File: src/rtl/aes_round_sequencer.sv
// aes_round_sequencer
// Iterative AES encryption controller. It owns the 128-bit state register and
// runs one round per clock through an external combinational round datapath.
// Round keys are fetched from the key store by index, and the key store
// answers in the same cycle.
//
// Ports
//   clk, rst          system clock; synchronous active-high reset
//   in_valid/in_ready plaintext handshake (plaintext: byte 0 at [127:120])
//   out_valid/out_ready ciphertext handshake (ciphertext held while stalled)
//   rk_idx / rk       round-key request / combinational key return
//   dp_state_o        state presented to the round datapath
//   dp_final_o        final round; the datapath skips MixColumns
//   dp_state_i        datapath result before AddRoundKey
//   busy              high while rounds are in progress
//
// state | meaning
// IDLE  | waiting for a plaintext block; rk_idx=0 selects the whitening key
// ROUND | one AES round per cycle; round counts 1..NR
// OUT   | ciphertext presented; waits for out_ready
module aes_round_sequencer #(
  parameter int NR        = 10,  // 10, 12 or 14
  parameter int DATA_SIZE = 128  // fixed at 128
) (
  input  logic                 clk,
  input  logic                 rst,
  input  logic                 in_valid,
  output logic                 in_ready,
  input  logic [DATA_SIZE-1:0] plaintext,
  output logic                 out_valid,
  input  logic                 out_ready,
  output logic [DATA_SIZE-1:0] ciphertext,
  output logic [3:0]           rk_idx,
  input  logic [DATA_SIZE-1:0] rk,
  output logic [DATA_SIZE-1:0] dp_state_o,
  output logic                 dp_final_o,
  input  logic [DATA_SIZE-1:0] dp_state_i,
  output logic                 busy
);

  typedef enum logic [1:0] {IDLE, ROUND, OUT} state_t;

  localparam logic [3:0] NR_L = 4'(NR);

  state_t               state;
  logic [DATA_SIZE-1:0] state_reg;
  logic [3:0]           round;

  // Handshake and key-index flags are registered alongside the state, so
  // rk_idx always equals round while in ROUND and is 0 elsewhere.
  always_ff @(posedge clk) begin
    if (rst) begin
      state      <= IDLE;
      state_reg  <= '0;
      round      <= '0;
      in_ready   <= 1'b1;
      out_valid  <= 1'b0;
      busy       <= 1'b0;
      rk_idx     <= '0;
      dp_final_o <= 1'b0;
    end else begin
      case (state)
        IDLE: begin
          if (in_valid) begin
            state_reg  <= plaintext ^ rk;
            round      <= 4'd1;
            rk_idx     <= 4'd1;
            dp_final_o <= (NR_L == 4'd1);
            in_ready   <= 1'b0;
            busy       <= 1'b1;
            state      <= ROUND;
          end
        end
        ROUND: begin
          state_reg <= dp_state_i ^ rk;
          if (round == NR_L) begin
            busy       <= 1'b0;
            out_valid  <= 1'b1;
            rk_idx     <= '0;
            dp_final_o <= 1'b0;
            state      <= OUT;
          end else begin
            round      <= round + 4'd1;
            rk_idx     <= round + 4'd1;
            dp_final_o <= ((round + 4'd1) == NR_L);
          end
        end
        OUT: begin
          if (out_ready) begin
            out_valid <= 1'b0;
            in_ready  <= 1'b1;
            round     <= '0;
            state     <= IDLE;
          end
        end
        default: state <= IDLE;
      endcase
    end
  end

  // Wide buses are gated so the datapath sees zeros outside ROUND and the
  // consumer only ever sees a finished block.
  assign dp_state_o = busy      ? state_reg : '0;
  assign ciphertext = out_valid ? state_reg : '0;

endmodule

File: config.mk
export PLATFORM = sky130hd
export DESIGN_NAME = aes_round_sequencer
export DESIGN_NICKNAME = d
export VERILOG_FILES = /design/src/rtl/aes_round_sequencer.sv
export SDC_FILE = /design/constraint.sdc
export NUM_CORES = 1
export LEC_CHECK = 0
export CORE_AREA = 2 2 251 253
export CTS_BUF_LIST = sky130_fd_sc_hd__clkbuf_4 sky130_fd_sc_hd__clkbuf_8
export DETAILED_ROUTE_END_ITERATION = 10
export DIE_AREA = 0 0 253 255
export GPL_ROUTABILITY_DRIVEN = 0
export HOLD_SLACK_MARGIN = 0.08
export SLEW_MARGIN = 20
export SYNTH_ARGS = -nofsm -noshare
export SYNTH_HDL_FRONTEND = slang
export SYNTH_SLANG_ARGS = --single-unit
export TNS_END_PERCENT = 5
File: constraint.sdc
create_clock -name clk -period 2.6 [get_ports clk]
set_input_delay 0.65 -clock clk [delete_from_list [all_inputs] [get_ports clk]]
set_output_delay 0.65 -clock clk [all_outputs]
set_load 0.1 [all_outputs]
==> results of run 1 <==
[cell usage in the layout, fill, tap and decap left out, drive strengths merged, types with 3 or more instances in the layout]
cell type      count
buf              304
nand2            264
nor3               4
nand3              5
clkbuf            22
nor2              10
mux2i            131
dfxtp            142
a22oi              3
and2             256
inv                7
ha                 7
clkinv             3
and3               3
xnor2            129
clkdlybuf4s50    386
bufinv             5
a21oi            136
[area by class of cell]
cell class	instances	area, µm²
Antenna cell	1	2.502
Inverter	7	26.28
Clock inverter	10	187.7
Clock buffer	22	277.8
Timing Repair Buffer	690	9549
Fill cell	6265	41910
Sequential cell	142	2850
Tap cell	799	999.7
Multi-Input combinational cell	965	6355
[where the power goes]
| group | leakage [nW] | switching, mW | internal [mW] |
|---|---|---|---|
| Combinational | 6.30 | 2.35 | 1.93 |
| Sequential | 1.17 | 0.213 | 2.45 |
| Clock | 0.231 | 0.959 | 1.21 |
| Total | 7.70 | 3.53 | 5.59 |
[layer usage]
metal,GRT usage,vias up,wire length [µm]
li1,-,5110,-
met1,0.1340,4778,15790
met2,0.2248,370,21780
met3,0.03488,51,2840
met4,0.05275,2,1111
met5,0,-,11
[metrics by stage]
| stage | setup WS (ns) | TNS (ns) |
|---|---|---|
| finish | 0.2356 | 0 |
| detailed placement | 0.3123 | 0 |
| global route | 0.1638 | 0 |
| CTS | 0.1553 | 0 |
| global placement | 0.3898 | 0 |
| floorplan | -0.07606 | -7.074 |
[how the worst max path moves through the flow]
stage / from / endpoint / slack (ns) / cells after the start
after floorplan: busy / dp_state_o[100] / -0.08 / 2
after CTS: out_valid / ciphertext[0] / 0.16 / 3
after global placement: in_valid / state_reg[50] / 0.39 / 6
after detailed placement: in_valid / round[2] / 0.31 / 5
after global routing: out_valid / ciphertext[0] / 0.16 / 3
final: busy / dp_state_o[68] / 0.24 / 3
[logic make-up (layout without fill, tap and decap cells)]
family                   count (synthesis)  in the layout  share of synthesized area
AO/OA/AOI/OAI                          148            148                    0.08126
AND/OR/NAND/NOR                        548            548                     0.2881
adder cells (fa/ha/maj)                  7              7                   0.009174
other                                    0              1                          0
flip-flops                             142            142                     0.2978
XOR/XNOR                               130            130                     0.1193
buffers and inverters                   97            729                    0.06461
multiplexers                           132            132                     0.1398
[worst max-delay path, stage by stage (launching register included)]
cell,delay (ns)
dfxtp_4,0.38
buf_12,0.21
and2_2,0.29
buf_12,0.19
==> results.md, run 1 <==
- Status: complete, no violations
- Synth Instances: ~1,200
- WHS: 0.3665 ns
- Vias: 10,311
- Post-synth top area share: 0.2978
- I/O Buffers: about 650
- # nets final: 2,218
- Vias in the first global route: 10,583
- Seq cells post-synth: roughly 140
- Hold Path Depth: 2
- Root buffer cell: clkbuf_8
- Top cells by area, synth: dfxtp_1, and2_1, mux2i_1
- Tmin final: 2.364 ns
- Hold_sp: rst
- Count leader, synth: nand2_1
- LEAKAGE: between 7 and 8 nW
- Yosys cell types: 36
- Syn. warnings: 0
- Width of the chip: approximately 250 µm
- Max Cap Viol: 0
- Synthesized area: about 9500 µm²
- Register area share after synthesis: 0.2978
- Syn_nets: approximately 1,600
- Post-CTS resize count: 0
- GRT Total Usage: 0.1236
- Slew headroom: 0.5802
- Cell Pwr Density: between 400 and 500 nW/µm²
- First-pass GRT wire length: 60,510 µm
- Setup-failing EPs final: 0
- Max Clock Freq: around 420 MHz
- Core Region: slightly above 60,000 µm²
- Final worst-path cycle share: 0.9094
- Detailed-route DRC error count: 0
- Post-synth EDFFs: 0
- Worst r2r src: state[1]
- Vias per cell: about 3.9
- Hold path endpoint: state_reg[100]
- H-tree levels: 4
- VDD IR-drop max: 0.3556 mV
- Clk slew on worst S/H paths: approximately 0.09 ns
- Crit. End Element: primary output
- Initial DRT Pass Iterations: 7
- Critical path class: reg2out
- CP Launch Type: flop
- Share of cells above drive strength 1: 0.2968
- Fin cells: roughly 2,600
- Reg-to-reg critical path endpoint: state_reg[50]
- Share of synthesized registers carrying an async set or reset: 0
- Critical Path RT: roughly 2.0 ns
- Site row count: 92
- Dpl cell area: ~20,000 µm²
- Clk sinks: 142
- Final instance area: slightly above 20,000 µm²
- Cells after DPL: ~2,600
- Drt total wl: about 42,000 µm
- Max reg flops: 130
- Share of the core filled with cells: 0.3257
- Top FF cell, synth: dfxtp_1
- Total congestion overflow: 0
- Flop-to-flop setup slack: around 0.44 ns
- RSZ-0062 raised after global routing: no
- CP Max Fanout: a little over 60
- I/O pin count: approximately 650
- Starting density of the core: 0.1536
- Largest net degree at the start of global routing: 74
- P&R area growth vs syn: 112.1%
- Pwr Total: around 9.1 mW
- Cts hold-fix bufs: 0
- Initial antenna violation count: 2
- Setup Buffers After CTS: 0
- Max clock buf depth: 2
- Wirelength per Cell: 15.76 µm
- Mean Syn Cell Area: 7.929 µm²
- Final Skew: about 0.021 ns
- CTS Buf Count: 17
- Slew @ Worst Pin: 0.6297 ns
- Post-route ant nets: 0
- DIE HEIGHT: roughly 260 µm
- Final hold violation count: 0
- DPL Wire Length: ~34,000 µm
- Reg2reg path depth: 7
- Total die area: roughly 65,000 µm²
- HP Class: in2reg
- List of most frequent post-synthesis cells: nand2_1, and2_1, dfxtp_1
- Worst EP arrival: about 1.7 ns
- Worst skew pair latency: 0.54 ns
- DRT iter0 DRCs: around 310
- Synth area leader: dfxtp_1
- TritonCTS clock tree: built
- Slew Viols, Final: 0
(Power assumes the default switching activity.)
==> run 2: changes to the inputs <==
--- a/config.mk
+++ b/config.mk
@@ -5,12 +5,14 @@
 export SDC_FILE = /design/constraint.sdc
 export NUM_CORES = 1
 export LEC_CHECK = 0
-export CORE_AREA = 2 2 251 253
+export ABC_AREA = 1
+export CORE_AREA = 2 2 255 257
 export CTS_BUF_LIST = sky130_fd_sc_hd__clkbuf_4 sky130_fd_sc_hd__clkbuf_8
 export DETAILED_ROUTE_END_ITERATION = 10
-export DIE_AREA = 0 0 253 255
+export DIE_AREA = 0 0 257 259
 export GPL_ROUTABILITY_DRIVEN = 0
 export HOLD_SLACK_MARGIN = 0.08
+export SKIP_CTS_REPAIR_TIMING = 1
 export SLEW_MARGIN = 20
 export SYNTH_ARGS = -nofsm -noshare
 export SYNTH_HDL_FRONTEND = slang
==> constraint.sdc (replaced) <==
create_clock -name clk -period 2.2 [get_ports clk]
set_input_delay 0.55 -clock clk [delete_from_list [all_inputs] [get_ports clk]]
set_output_delay 0.55 -clock clk [all_outputs]
set_load 0.1 [all_outputs]
==> run 2 against run 1 <==
The flow now finishes with violations (setup timing). Clock-buffer cell count shrank 4. Critical path depth grew 2. Sequential power is 28% higher. Clock skew down 0.0063 ns. Largest power group unchanged.
==> results.md, run 2 <==
- Post-synth EDFFs: 0 (unchanged)
- Max reg flops: 130 (unchanged)
- RSZ-0062 raised after global routing: yes
- Register area: 2850 µm² (unchanged)
- Count leader, synth: nand2_1
- Worst r2r src: state[0]
- Most frequent cells in the layout: nand2_1, clkdlybuf4s50_1, inv_1, buf_12, nand3_1
- Total congestion overflow: 0 (unchanged)
- Top cells by area, synth: dfxtp_1, nand2_1, inv_1
- Clock share of power: 0.172 (-0.066)
- Clk sinks: 142 (unchanged)
- GRT Total Usage: 0.1420 (+0.01838)
- Share of cells above drive strength 1: 0.2541 (-0.04270)
- Site row count: 93 (+1.1%)
- Slew Viols, Final: 0 (unchanged)
- Failing checks: setup timing
- Mean Syn Cell Area: 5.530 µm² (-30%)
- DIE HEIGHT: 259 µm (+1.6%)
- VDD IR-drop max: 0.4175 mV (+17%)
- Combinational share of power: 0.545 (+0.075)
- Final worst-path cycle share: 1.005
- # nets final: 3,038 (+37%)
- Top FF cell, synth: dfxtp_1
- Yosys cell types: 25 (-31%)
- Max Cap Viol: 0 (unchanged)
- Cell Pwr Density: 535.5 nW/µm² (+19%)
- Width of the chip: 257 µm (+1.6%)
- Area occupied by multi-input gates: 5894 µm² (-7.2%)
- WHS: 0.4750 ns (+0.1085 ns)
- Wirelength per Cell: 15.46 µm (-1.9%)
- FILL cells: 6,706 (+7.0%)
- Mux share of post-synthesis cell area: 0 (-0.1398)
- Syn_nets: 2,392 (+50%)
- DRT iter0 DRCs: 629 (+100%)
- Total die area: 66,560 µm² (+3.2%)
- Final hold violation count: 0 (unchanged)
- Status: complete, but fails checks
- Vias: 13,805 (+34%)
- Reg power frac: 0.283 (-0.009)
- Hold_sp: dp_final_o
- Seq cells post-synth: 142 (unchanged)
- Net load switching power: 5.553 mW (+57%)
- Max clock buf depth: 2 (unchanged)
- Crit path cell chain: buf_12, clkbuf_16, nand2_4, clkinvlp_4, buf_12
- WP buf/inv: 4 (+2)
- Setup-failing EPs final: 2 (+2)
- P&R area growth vs syn: 104.3%
- First-pass GRT wire length: 72,570 µm (+20%)
- Synth Instances: 1,997 (+66%)
- DPL Wire Length: 38,520 µm (+13%)
- Final Skew: 0.01486 ns (-0.006294 ns)
- Tmin final: 2.210 ns
- Crit path max-delay cell type: dfxtp_4
- Max Clock Freq: between 400 and 500 MHz
- Final worst slack: -0.01027 ns (-0.2459 ns)
- Detailed-route DRC error count: 0 (unchanged)
- List of most frequent post-synthesis cells: nand2_1, inv_1, nand3_1
- I/O Buffers: 651 (unchanged)
- Starting density of the core: 0.1729 (+0.01928)
- Switching Share: 0.4596 (+0.07295)
- CP Launch Type: flop
- Initial antenna violation count: 3 (+1)
- Register area share after synthesis: 0.2574 (-0.04035)
- Syn. warnings: 0 (unchanged)
- Synthesized area: 11,040 µm² (+16%)
- Crit. End Element: primary output
- Largest net degree at the start of global routing: 67 (-9.5%)
- Complex-gate fraction of the synthesized area: 0.1366 (+0.05538)
- Post-Synth Simple-Gate Area: 0.3679 (+0.07982)
- Worst skew pair latency: 0.53 ns (about the same)
- Clk slew on worst S/H paths: 0.10 ns (about the same)
- Crit-path leading delay family: buffers and inverters
- Critical path's largest stage delay: 0.43 ns (+0.05 ns)
- Drt total wl: 54,300 µm (+31%)
- Core Region: 63,880 µm² (+2.8%)
- I/O pin count: 652 (unchanged)
- Initial DRT Pass Iterations: 4 (-3)
- Critical Path RT: 1.65 ns (-0.30 ns)
- Pwr Total: 12.08 mW (+32%)
- Post-Synth XOR/XNOR Area: 0 (-0.1193)
- Post-route ant nets: 0 (unchanged)
- Slew headroom: 0.6008 (+0.02056)
- Worst EP arrival: 1.66 ns (-0.05 ns)
- HP Class: reg2reg
- Synth area leader: dfxtp_1
- Root buffer cell: clkbuf_8
- Int Power: 6.530 mW (+17%)
- CTS Buf Count: 17 (unchanged)
- Most used cell, CP: buf_12
- LEAKAGE: 11.72 nW (+52%)
- Critical path class: reg2out
- Largest family of logic cells by synthesized area: simple AND/OR/NAND/NOR gates
- TritonCTS clock tree: built
- Adder-Cell Fraction of Synth Area: 0.007931 (-0.001243)
- Slew @ Worst Pin: 0.5926 ns (-0.03710 ns)
- CP Max Fanout: 8 (-87%)
- Critical path startpoint: busy
- H-tree levels: 4 (unchanged)
- Post-synth top area share: 0.2574 (-0.04035)
- Commonest non-fill, non-tap cell in the layout: nand2_1
- Vias in the first global route: 12,427 (+17%)
- Vias per cell: 3.930 (+0.46%)
- Share of synthesized registers carrying an async set or reset: 0 (unchanged)
-- run 2: final timing paths --
check	to	slack (ns)	depth (start not counted)
setup / recovery	dp_state_o[126]	-0.01	5
hold / removal	dp_final_o	0.48	2
setup reg to reg	state_reg[19]	0.20	10
hold reg to reg	dp_final_o	0.48	2
-- run 2: area by class of cell --
cell class                      instances  share of cell area
Tap cell                              855             0.04742
Clock inverter                         14            0.004825
Clock buffer                           18             0.01098
Sequential cell                       142              0.1263
Multi-Input combinational cell       1230              0.2613
Timing Repair Buffer                  727              0.4577
Inverter                              525             0.09128
Antenna cell                            2           0.0002218
-- run 2: through the flow --
| step | TNS, ns | instances | area [µm²] | util | worst slack [ns] |
|---|---|---|---|---|---|
| finish | -0.01491 | 3513 | 22560 | 0.3532 | -0.01027 |
| global route | -14.63 | 3512 | 22560 | 0.3531 | -0.1169 |
| CTS | -7.444 | 3479 | 21640 | 0.3388 | -0.1849 |
| detailed placement | 0 | 3447 | 21290 | 0.3332 | 0.01016 |
| global placement | 0 | 3447 | 21290 | 0.3332 | 0.02375 |
| floorplan | -23.54 | 1997 | 11130 | - | -0.1183 |
-- run 2: cell families after synthesis --
group | Yosys count
simple gates | 956
buf+inv | 625
compound gates | 267
flops | 142
fa+ha+maj | 7
-- run 2: worst min-delay path: cells and delay by family (launching register included) --
kind	cells	cell delay [ns]
DFF	1	0.32
and+or+nand+nor	1	0.06
AOI/OAI and AO/OA	1	0.06
-- run 2: power groups by stage --
stage / sequential, mW / clock (mW) / combinational, mW
6_report: 3.42 / 2.08 / 6.58
5_1_grt: 3.48 / 2.31 / 7.11
3_3_place_gp: 3.42 / 0 / 6.22
4_1_cts: 3.37 / 2.24 / 6.28
3_5_place_dp: 3.42 / 0 / 6.27
2_1_floorplan: 3.34 / 0 / 3.75
-- run 2: routing by layer --
layer | GRT usage | vias to the layer above | routed length [µm]
met1 | 0.1574 | 6106 | 21730
met5 | 0 | - | 0
met3 | 0.04355 | 62 | 3514
li1 | - | 7187 | -
met2 | 0.2563 | 450 | 27850
met4 | 0.04893 | 0 | 1198
